<file path="src/rtl/ex_stage_if.sv">
// Execute-stage bus: decoded operands from id in, write-back result, HI/LO and stall out.
interface ex_stage_if;
    localparam int unsigned DATA_W = 32;
    localparam int unsigned ADDR_W = 5;
    localparam int unsigned OP_W   = 8;
    localparam int unsigned SEL_W  = 3;

    logic [OP_W-1:0]   aluop_i;
    logic [SEL_W-1:0]  alusel_i;
    logic [DATA_W-1:0] reg1_data_i;
    logic [DATA_W-1:0] reg2_data_i;
    logic [ADDR_W-1:0] waddr_i;
    logic              wreg_i;
    logic              wreg_o;
    logic [ADDR_W-1:0] waddr_o;
    logic [DATA_W-1:0] wdata_o;
    logic [DATA_W-1:0] hi_o;
    logic [DATA_W-1:0] lo_o;
    logic              stall_req_o;

    modport master (
        output aluop_i, alusel_i, reg1_data_i, reg2_data_i, waddr_i, wreg_i,
        input  wreg_o, waddr_o, wdata_o, hi_o, lo_o, stall_req_o
    );

    modport slave (
        input  aluop_i, alusel_i, reg1_data_i, reg2_data_i, waddr_i, wreg_i,
        output wreg_o, waddr_o, wdata_o, hi_o, lo_o, stall_req_o
    );
endinterface

</file>
<file path="src/rtl/ex_stage.sv">
// Execute stage: logic/shift/move results, HI/LO ownership, iterative shift-add MULT/MULTU.
// Define EX_FAST_MUL_EN for a single-cycle multiplier (no stall, BITS_PER_STEP ignored).
module ex_stage #(
    parameter int unsigned BITS_PER_STEP = 1
) (
    input logic        clk,
    input logic        rst,
    ex_stage_if.slave  ex
);
    localparam int unsigned DATA_W = 32;
    localparam int unsigned ADDR_W = 5;

    localparam logic [7:0] OP_NOP   = 8'b0000_0000;
    localparam logic [7:0] OP_AND   = 8'b0010_0100;
    localparam logic [7:0] OP_OR    = 8'b0010_0101;
    localparam logic [7:0] OP_XOR   = 8'b0010_0110;
    localparam logic [7:0] OP_NOR   = 8'b0010_0111;
    localparam logic [7:0] OP_SLL   = 8'b0111_1100;
    localparam logic [7:0] OP_SRL   = 8'b0000_0010;
    localparam logic [7:0] OP_SRA   = 8'b0000_0011;
    localparam logic [7:0] OP_MOVZ  = 8'b0000_1010;
    localparam logic [7:0] OP_MOVN  = 8'b0000_1011;
    localparam logic [7:0] OP_MFHI  = 8'b0001_0000;
    localparam logic [7:0] OP_MTHI  = 8'b0001_0001;
    localparam logic [7:0] OP_MFLO  = 8'b0001_0010;
    localparam logic [7:0] OP_MTLO  = 8'b0001_0011;
    localparam logic [7:0] OP_MULT  = 8'b0001_1000;
    localparam logic [7:0] OP_MULTU = 8'b0001_1001;

    localparam logic [2:0] SEL_NOP   = 3'b000;
    localparam logic [2:0] SEL_LOGIC = 3'b001;
    localparam logic [2:0] SEL_SHIFT = 3'b010;
    localparam logic [2:0] SEL_MOVE  = 3'b011;

    logic [7:0]        op_q;
    logic [2:0]        sel_q;
    logic [DATA_W-1:0] r1_q;
    logic [DATA_W-1:0] r2_q;
    logic [ADDR_W-1:0] waddr_q;
    logic              wreg_q;
    logic [DATA_W-1:0] hi_q;
    logic [DATA_W-1:0] lo_q;
    logic              stall;

    // Stage register: follows id unless the multiplier holds it
    always_ff @(posedge clk) begin
        if (rst) begin
            op_q    <= OP_NOP;
            sel_q   <= SEL_NOP;
            r1_q    <= '0;
            r2_q    <= '0;
            waddr_q <= '0;
            wreg_q  <= 1'b0;
        end else if (!stall) begin
            op_q    <= ex.aluop_i;
            sel_q   <= ex.alusel_i;
            r1_q    <= ex.reg1_data_i;
            r2_q    <= ex.reg2_data_i;
            waddr_q <= ex.waddr_i;
            wreg_q  <= ex.wreg_i;
        end
    end

    logic [DATA_W-1:0] result;
    logic              wr_en;

    always_comb begin
        result = '0;
        wr_en  = wreg_q;
        case (sel_q)
            SEL_LOGIC: begin
                case (op_q)
                    OP_OR:   result = r1_q | r2_q;
                    OP_AND:  result = r1_q & r2_q;
                    OP_XOR:  result = r1_q ^ r2_q;
                    OP_NOR:  result = ~(r1_q | r2_q);
                    default: result = '0;
                endcase
            end
            SEL_SHIFT: begin
                case (op_q)
                    OP_SLL:  result = r2_q << r1_q[4:0];
                    OP_SRL:  result = r2_q >> r1_q[4:0];
                    OP_SRA:  result = DATA_W'($signed(r2_q) >>> r1_q[4:0]);
                    default: result = '0;
                endcase
            end
            SEL_MOVE: begin
                case (op_q)
                    OP_MFHI:          result = hi_q;
                    OP_MFLO:          result = lo_q;
                    OP_MOVN, OP_MOVZ: result = r1_q;
                    default:          result = '0;
                endcase
            end
            default: wr_en = 1'b0;
        endcase
        // HI/LO writers never target the register file
        if (op_q == OP_MTHI || op_q == OP_MTLO || op_q == OP_MULT || op_q == OP_MULTU)
            wr_en = 1'b0;
    end

    assign ex.wreg_o  = wr_en;
    assign ex.waddr_o = waddr_q;
    assign ex.wdata_o = result;
    assign ex.hi_o    = hi_q;
    assign ex.lo_o    = lo_q;

`ifdef EX_FAST_MUL_EN
    logic              fast_signed;
    logic [63:0]       fast_a;
    logic [63:0]       fast_b;
    logic [63:0]       fast_prod;

    // Sign-extend for MULT; low 64 bits of the 64x64 product are exact
    assign fast_signed = (op_q == OP_MULT);
    assign fast_a      = {{32{fast_signed & r1_q[31]}}, r1_q};
    assign fast_b      = {{32{fast_signed & r2_q[31]}}, r2_q};
    assign fast_prod   = fast_a * fast_b;
    assign stall       = 1'b0;

    always_ff @(posedge clk) begin
        if (rst) begin
            hi_q <= '0;
            lo_q <= '0;
        end else begin
            if (op_q == OP_MTHI) hi_q <= r1_q;
            if (op_q == OP_MTLO) lo_q <= r1_q;
            if (op_q == OP_MULT || op_q == OP_MULTU) {hi_q, lo_q} <= fast_prod;
        end
    end
`else
    localparam int unsigned NSTEP = DATA_W / BITS_PER_STEP;
    localparam int unsigned CNT_W = (NSTEP > 1) ? $clog2(NSTEP) : 1;
    localparam logic [CNT_W-1:0] CNT_LAST = CNT_W'(NSTEP - 1);

    typedef enum logic {IDLE, BUSY} state_t;

    state_t            state;
    logic [CNT_W-1:0]  cnt;
    logic [63:0]       acc;
    logic [63:0]       mcand;
    logic [DATA_W-1:0] mplier;
    logic              neg;
    logic [63:0]       partial;
    logic [63:0]       prod;
    logic              load_mul;
    logic              is_signed;
    logic [DATA_W-1:0] op1_mag;
    logic [DATA_W-1:0] op2_mag;
    logic              done;

    assign is_signed = (ex.aluop_i == OP_MULT);
    assign load_mul  = !stall && (ex.aluop_i == OP_MULT || ex.aluop_i == OP_MULTU);
    assign op1_mag   = (is_signed && ex.reg1_data_i[31]) ? DATA_W'(-ex.reg1_data_i) : ex.reg1_data_i;
    assign op2_mag   = (is_signed && ex.reg2_data_i[31]) ? DATA_W'(-ex.reg2_data_i) : ex.reg2_data_i;
    assign stall     = (state == BUSY) && (cnt != CNT_LAST);
    assign done      = (state == BUSY) && (cnt == CNT_LAST);

    // Partial product for the low BITS_PER_STEP multiplier bits
    always_comb begin
        partial = '0;
        for (int b = 0; b < int'(BITS_PER_STEP); b++) begin
            if (mplier[b]) partial = partial + (mcand << b);
        end
    end

    assign prod = acc + partial;

    always_ff @(posedge clk) begin
        if (rst) begin
            state  <= IDLE;
            cnt    <= '0;
            acc    <= '0;
            mcand  <= '0;
            mplier <= '0;
            neg    <= 1'b0;
        end else begin
            if (state == BUSY) begin
                acc    <= prod;
                mcand  <= mcand << BITS_PER_STEP;
                mplier <= mplier >> BITS_PER_STEP;
                cnt    <= cnt + CNT_W'(1);
                if (cnt == CNT_LAST) state <= IDLE;
            end
            // Back-to-back multiplies reload on the completing edge
            if (load_mul) begin
                state  <= BUSY;
                cnt    <= '0;
                acc    <= '0;
                mcand  <= {32'b0, op1_mag};
                mplier <= op2_mag;
                neg    <= is_signed & (ex.reg1_data_i[31] ^ ex.reg2_data_i[31]);
            end
        end
    end

    always_ff @(posedge clk) begin
        if (rst) begin
            hi_q <= '0;
            lo_q <= '0;
        end else begin
            if (op_q == OP_MTHI) hi_q <= r1_q;
            if (op_q == OP_MTLO) lo_q <= r1_q;
            if (done) {hi_q, lo_q} <= neg ? 64'(-prod) : prod;
        end
    end
`endif

    assign ex.stall_req_o = stall;
endmodule

</file>
<file path="src/flat_wrapper.sv">
// flat-port wrapper written by rule: the top's interface ports become plain ports
module ex_stage_flat 
#(
    parameter int unsigned BITS_PER_STEP = 1
)
  (clk, rst, ex_aluop_i, ex_alusel_i, ex_reg1_data_i, ex_reg2_data_i, ex_waddr_i, ex_wreg_i, ex_wreg_o, ex_waddr_o, ex_wdata_o, ex_hi_o, ex_lo_o, ex_stall_req_o);
  ex_stage_if ex_i ();
  input logic clk;
  input logic rst;
  input wire logic [$bits(ex_i.aluop_i)-1:0] ex_aluop_i;
  input wire logic [$bits(ex_i.alusel_i)-1:0] ex_alusel_i;
  input wire logic [$bits(ex_i.reg1_data_i)-1:0] ex_reg1_data_i;
  input wire logic [$bits(ex_i.reg2_data_i)-1:0] ex_reg2_data_i;
  input wire logic [$bits(ex_i.waddr_i)-1:0] ex_waddr_i;
  input wire logic [$bits(ex_i.wreg_i)-1:0] ex_wreg_i;
  output wire logic [$bits(ex_i.wreg_o)-1:0] ex_wreg_o;
  output wire logic [$bits(ex_i.waddr_o)-1:0] ex_waddr_o;
  output wire logic [$bits(ex_i.wdata_o)-1:0] ex_wdata_o;
  output wire logic [$bits(ex_i.hi_o)-1:0] ex_hi_o;
  output wire logic [$bits(ex_i.lo_o)-1:0] ex_lo_o;
  output wire logic [$bits(ex_i.stall_req_o)-1:0] ex_stall_req_o;
  assign ex_i.aluop_i = ex_aluop_i;
  assign ex_i.alusel_i = ex_alusel_i;
  assign ex_i.reg1_data_i = ex_reg1_data_i;
  assign ex_i.reg2_data_i = ex_reg2_data_i;
  assign ex_i.waddr_i = ex_waddr_i;
  assign ex_i.wreg_i = ex_wreg_i;
  assign ex_wreg_o = ex_i.wreg_o;
  assign ex_waddr_o = ex_i.waddr_o;
  assign ex_wdata_o = ex_i.wdata_o;
  assign ex_hi_o = ex_i.hi_o;
  assign ex_lo_o = ex_i.lo_o;
  assign ex_stall_req_o = ex_i.stall_req_o;
  ex_stage #(.BITS_PER_STEP(BITS_PER_STEP)) u_core (.clk(clk), .rst(rst), .ex(ex_i));
endmodule
</file>
<file path="config.mk">
export PLATFORM = sky130hd
export DESIGN_NAME = ex_stage_flat
export DESIGN_NICKNAME = d
export VERILOG_FILES = /design/src/rtl/ex_stage_if.sv /design/src/rtl/ex_stage.sv /design/src/flat_wrapper.sv
export SDC_FILE = /design/constraint.sdc
export NUM_CORES = 1
export LEC_CHECK = 0
export ABC_AREA = 1
export CAP_MARGIN = 20
export CORE_MARGIN = 2
export CORE_UTILIZATION = 25
export CTS_BUF_LIST = sky130_fd_sc_hd__clkbuf_8 sky130_fd_sc_hd__clkbuf_16
export CTS_CLUSTER_DIAMETER = 100
export CTS_CLUSTER_SIZE = 24
export DETAILED_ROUTE_END_ITERATION = 6
export PLACE_DENSITY_LB_ADDON = 0.25
export SYNTH_ARGS = -nofsm -noshare
export SYNTH_HDL_FRONTEND = slang
export SYNTH_SLANG_ARGS = --single-unit
export TNS_END_PERCENT = 100
</file>
<file path="constraint.sdc">
create_clock -name clk -period 4.6 [get_ports clk]
set_clock_uncertainty 0.15 [all_clocks]
set_input_delay 0.92 -clock clk [delete_from_list [all_inputs] [get_ports clk]]
set_output_delay 0.92 -clock clk [all_outputs]
set_load 0.005 [all_outputs]
</file>
## Word level (Yosys, flattened, before mapping)

Index checks and enable logic that the tools add are counted.

- Output and inout bits: 103
- Flip-flop bits (word level): 312
- Word-level logic and storage cells: 88
- Input port bits: 83

- Eq/ne operators: 22
- $add $sub $neg: 5
- Shifts and indexed selects: 3
- Reductions and logical operators: 16
- Bitwise logic cells: 6
- Multiplexer cells: 21

Operators by type and width:

| cell | count |
|---|---|
| $mux 32 | 10 |
| $pmux 32 s3 | 3 |
| $mux 64 | 2 |
| $pmux 32 s4 | 1 |
| $add 64x64->64 | 1 |
| $eq 8x5->1 const B | 8 |
| $neg 32->32 | 2 |
| $neg 64->64 | 1 |
| $and 32x32->32 | 1 |
| $eq 8x6->1 const B | 4 |
| $not 32->32 | 1 |
| $or 32x32->32 | 1 |
| $shl 32x5->32 | 1 |
| $shr 32x5->32 | 1 |
| $sshr 32x5->32 | 1 |
| $xor 32x32->32 | 1 |
| $eq 8x2->1 const B | 2 |
| $eq 8x4->1 const B | 2 |
| $eq 8x7->1 const B | 1 |
| $eq 3x2->1 const B | 2 |
| $reduce_bool 2->1 | 3 |
| $add 5x1->5 const B | 1 |
| $eq 5x5->1 const B | 1 |
| $logic_and 1x1->1 | 5 |
| other kinds (9) | 17 |

## Longest topological paths before layout

- Depth in word-level cells: 5
- Gate-level depth with buffers: 29
- Gate-level depth less buffers: 28

## Least setup slack after synthesis

Ideal clock, no wire load.

- Path kind: reg2reg
- Start: register u_core.mplier[0]
- End: register u_core.hi_q[9], in the netlist u_core.ex.hi_o[9]
- Data arrival time: 3138 ps
- Path buffers: 1
- Clock period less this slack: 3408 ps
- Path slack: 1192 ps
- Stages on the path, launching flop included: 26
- Data required time: 4331 ps
- Path through: dfxtp_1 -> clkbuf_1 -> nand2_1 -> inv_1 -> ha_1 -> inv_1 -> fa_1 -> inv_1 -> nand3_2 -> nand2_2 -> nand2_2 -> nand2_2 -> nand2_1 -> nand2_2 -> nand2_2 -> nor2_4 -> nand2_4 -> nor2_8 -> nand2_2 -> nor2_2 -> nand3_1 -> nand2_1 -> o21ai_1 -> xor2_1 -> nand2_1 -> a21oi_1

- Cells in the longest elaborated chain, start to end: 5

RTL lines:

| element | RTL line | text |
|---|---|---|
| start, declared | ex_stage.sv:143 | `logic [DATA_W-1:0] mplier;` |
| start signal, assigned | ex_stage.sv:182 | `mplier <= mplier >> BITS_PER_STEP;` |
| start signal, assigned | ex_stage.sv:192 | `mplier <= op2_mag;` |
| $mux 64 (*) | ex_stage.sv:164 | `if (mplier[b]) partial = partial + (mcand << b);` |
| $add 64x64->64 (*) | ex_stage.sv:168 | `assign prod = acc + partial;` |
| $neg 64->64 | ex_stage.sv:205 | `if (done) {hi_q, lo_q} <= neg ? 64'(-prod) : prod;` |
| $mux 64 (*) | ex_stage.sv:205 |  |
| $mux 32 (*) | ex_stage.sv:205 |  |
| end signal, assigned | ex_stage.sv:203 | `if (op_q == OP_MTHI) hi_q <= r1_q;` |
| end signal, assigned | ex_stage.sv:205 |  |
| end, declared | ex_stage.sv:41 | `logic [DATA_W-1:0] hi_q;` |

Mark *: on every way between the ends. The rest lies on a longest branch, timed or not.
A chain may end at the register's enable or synchronous reset.

## Final worst setup path

- Start: register u_core.r1_q[0]
- End: output port ex_wdata_o[10]

- Cells in the longest elaborated chain, start to end: 3
- Elaborated cells between the ends (all ways): 5

RTL lines:

| element | RTL line | text |
|---|---|---|
| start, declared | ex_stage.sv:37 | `logic [DATA_W-1:0] r1_q;` |
| start signal, assigned | ex_stage.sv:57 | `r1_q <= ex.reg1_data_i;` |
| $sshr 32x5->32 (tied with other cells) | ex_stage.sv:84 | `OP_SRA: result = DATA_W'($signed(r2_q) >>> r1_q[4:0]);` |
| $pmux 32 s3 (*) | ex_stage.sv:81 | `case (op_q)` |
| $pmux 32 s3 (*) | ex_stage.sv:70 | `case (sel_q)` |
| end, declared | flat_wrapper.sv:18 | `output wire logic [$bits(ex_i.wdata_o)-1:0] ex_wdata_o;` |

Marks and branches as above.

==> flow_summary.rst <==
.. list-table::
   :header-rows: 1

   * - Metric
     - Value
   * - Max stage delay cell, worst path
     - o21ai_0
   * - Buffer depth of the longest clock path
     - 3
   * - Start-to-end type of the worst setup path
     - register to output pin
   * - # DRC
     - 1
   * - Post-Synthesis Cells
     - 4,879
   * - DP HPWL
     - 117,900 um
   * - Post-Layout Inst Area
     - 33,160 um^2
   * - M2 GR Usage
     - 36.33%
   * - Placed Instance Area
     - 32,050 um^2
   * - Die height
     - 338.5 um
   * - Critical path's most frequent cell
     - o21ai_0
   * - Worst endpoint data arrival time
     - 3.48 ns
   * - Yosys cell types
     - 60
   * - Input/output buffers
     - 185
   * - Placement Rows
     - 122
   * - Initial standard-cell utilization of the core
     - 25.25%
   * - Count of flip-flops with a built-in enable after synthesis
     - 0
   * - Sum of negative setup slack
     - 0 ns
   * - Clock insertion delay at the later pin of the skew report
     - 0.62 ns
   * - Largest area contributor in the netlist
     - dfxtp_1
   * - # setup viols final
     - 0
   * - Worst Tran Pin Value
     - 1.026 ns
   * - Post-route insts no fill
     - 6,506
   * - Ratio of cells with drive above 1 in the final layout
     - 6.959%
   * - Register bit count reported by yosys
     - 312
   * - Inst Count DP
     - 6,463
   * - GR peak layer
     - met1
   * - Count of hold buffers inserted by post-cts repair
     - 0
   * - Max transition margin
     - 31.57%
   * - Hold violation total from the final report
     - 0
   * - Register area share after synthesis
     - 22.32%
   * - Share of Yosys cell area claimed by the top area cell type
     - 22.32%
   * - Leakage power
     - 16.01 nW
   * - Met1 routing resource usage after global routing
     - 36.35%
   * - Gate family responsible for the most delay along the worst path
     - compound AO/OA/AOI/OAI gates
   * - Mapped cell area
     - 27,980 um^2
   * - TritonCTS buffer count
     - 22
   * - Worst-path cell chain
     - bufbuf_16 > o21ai_0 > o21ai_0 > o21ai_0 > a221oi_1 > a221o_1 > nand3_1 > clkdlybuf4s50_1
   * - Vias in the first global route
     - 30.36k
   * - Type of the worst min-delay path
     - register to register
   * - Violated checks
     - design-rule violations
   * - Element type at the critical path start
     - register
   * - First-pass GRT wire length
     - 211,600 um
   * - Core area
     - 110,800 um^2
   * - Antenna violations before repair
     - 3
   * - Area contributors post-synth
     - dfxtp_1 (22%), nand2_1 (21%), inv_1 (9.3%)
   * - Total number of clock tree sinks
     - 312
   * - DRT Pass-1 Iters
     - 7
   * - Pin count of the biggest net entering global routing
     - 145
   * - Total routed wirelength
     - 146,000 um
   * - Primary FF master, synth
     - dfxtp_1
   * - Vias after detailed routing
     - 33.32k
   * - Nets@finish
     - 5,219
   * - Max-Cap Viols
     - 0
   * - Setup repair after global routing missed its margin
     - true
   * - Overall die area
     - 114,600 um^2
   * - Antenna-violating nets left
     - 0
   * - Top fanout value on the critical path
     - 23
   * - Result of the run
     - finished with violations
   * - Fill cell total of the finished layout
     - 12.71k
   * - Gr usage total
     - 24.42%
   * - Vias per Instance
     - 5.122
   * - Clock tree root driver cell
     - clkbuf_16
   * - Bufs and invs on worst path
     - 2
   * - GR met3 Demand/Resource
     - 2.647%
   * - Syn-to-layout area delta
     - 18.50%
   * - Global route overflow
     - 0
   * - Delay of the slowest cell on the worst path
     - 0.53 ns
   * - Largest vdd supply drop
     - 0.0001870 V
   * - Mean instance size in the synthesized netlist
     - 5.735 um^2
   * - Post-layout util
     - 29.92%
   * - Power after layout
     - 6.284 mW
   * - Average wire per standard cell
     - 22.44 um
   * - Weighted congestion at the end of routability-driven global placement
     - 0.9972
   * - Synth warnings
     - 0
   * - F_max
     - 219.9 MHz
   * - Required time reported for the critical path endpoint
     - 3.53 ns
   * - Total power density per cell area
     - 189.5 nW/um^2
   * - Commonest cells in the netlist
     - nand2_1 (1,567), inv_1 (691), o21ai_0 (401)
   * - Deepest level of the CTS H-tree
     - 1
   * - Library cell with the highest instance count after synthesis
     - nand2_1
   * - Initial DRC count
     - 3,582
   * - Final critical path time including I/O delays and setup
     - 4.548 ns
   * - Fraction of registers with async set or reset after synthesis
     - 0%
   * - Clock tree from TritonCTS
     - yes
   * - X dimension of the die
     - 338.5 um
   * - Max-slew violations
     - 0
   * - I/O pin count
     - 186
   * - Post-Synthesis Net Count
     - 5,096
   * - Portion of the clock cycle consumed by the worst path in the final layout
     - 98.86%
   * - Endpoint class of the critical path
     - output pin
   * - Clock-pin transition on the worst setup and hold timing paths
     - 0.10 ns
[cells in the final DEF (no fill, tap or decap), drive strengths merged, types with 37 or more instances in the layout]
master / count
a21oi: 335
a31oi: 71
buf: 132
clkdlybuf4s50: 184
dfxtp: 312
ha: 133
inv: 705
nand2: 1615
nand3: 286
nor2: 398
nor3: 42
o211ai: 110
o21ai: 405
xor2: 37
[state kept, by name (all words and copies together), names as in the netlist, 3 cells and up]
register and count:
u_core.acc 64, u_core.mcand 64, u_core.ex.hi_o 32, u_core.ex.lo_o 32
u_core.mplier 32, u_core.r1_q 32, u_core.r2_q 32, u_core.op_q 8
u_core.cnt 5, u_core.ex.waddr_o 5, u_core.sel_q 3
[timing repair]
action | CTS | global route
cloned | 1 | 0
resized for setup | 33 | 51
setup endpoints to repair | 29 | 32
setup buffers | 0 | 2
pin swaps | 1 | 4
[power breakdown]
group / switching (mW) / internal [mW]
logic: 0.764 / 0.356
registers: 0.0703 / 2.75
clock network: 1.30 / 1.03
[final timing paths]
kind / start / endpoint / slack [ns] / depth (start not counted)
worst max-delay path: u_core.r1_q[0] / ex_wdata_o[10] / 0.05 / 8
worst min-delay path: u_core.cnt[4] / u_core.cnt[4] / 0.32 / 2
worst max register to register: u_core.mplier[0] / u_core.ex.hi_o[28] / 0.29 / 22
worst min register to register: u_core.cnt[4] / u_core.cnt[4] / 0.32 / 2
[through the flow]
step,worst slack (ns),hold slack [ns]
5_1_grt,-0.1026,0.3551
2_1_floorplan,1.192,0.2912
3_3_place_gp,0.1974,0.3030
3_5_place_dp,0.2054,0.3094
6_report,0.05238,0.3227
4_1_cts,0.0006748,0.3252
[metal layers]
metal / up-vias / part of all wire, %
li1: 16030 / -
met2: 1356 / 41
met5: - / 0.0089
met4: 2 / 3.5
met1: 15750 / 48
met3: 186 / 7.3
[worst register-to-register path, cell delays in order (launching register included)]
cell	delay [ns]
dfxtp_2	0.38
buf_12	0.17
buf_12	0.20
nand2_1	0.12
inv_1	0.07
ha_1	0.35
a21oi_1	0.41
o21ai_0	0.26
inv_1	0.14
nand2_1	0.06
nand2_1	0.05
nand2_1	0.05
a21oi_2	0.35
nand3_1	0.12
nand2_1	0.24
nand2_1	0.14
nor2_1	0.14
nand2_1	0.10
nor2_1	0.12
nand3_1	0.12
nand3_1	0.09
nand3_1	0.21
a21oi_1	0.19
[kinds of logic (layout without fill, tap and decap cells)]
| kind of cell | count (synthesis) | after routing | synth area share (%) |
|---|---|---|---|
| AOI/OAI and AO/OA | 1038 | 1038 | 21.33 |
| xor gates and xnor gates | 52 | 52 | 1.655 |
| adders and majority gates | 134 | 134 | 6.019 |
| buffers and inverters | 924 | 1060 | 12.49 |
| DFF | 312 | 312 | 22.32 |
| muxes | 4 | 4 | 0.1431 |
| other | 0 | 3 | 0 |
| and+or+nand+nor | 2415 | 2415 | 36.03 |
[final cells by class]
class,instances,area [um^2],share of cell area (%)
Multi-Input combinational cell,3643,18480,55.73
Sequential cell,312,6261,18.88
Timing Repair Buffer,317,3079,9.287
Inverter,706,2664,8.034
Tap cell,1488,1862,5.615
Clock buffer,26,616.8,1.860
Clock inverter,11,187.7,0.5660
Antenna cell,3,7.507,0.02264
Note: power is estimated with default switching activity, not from simulation.
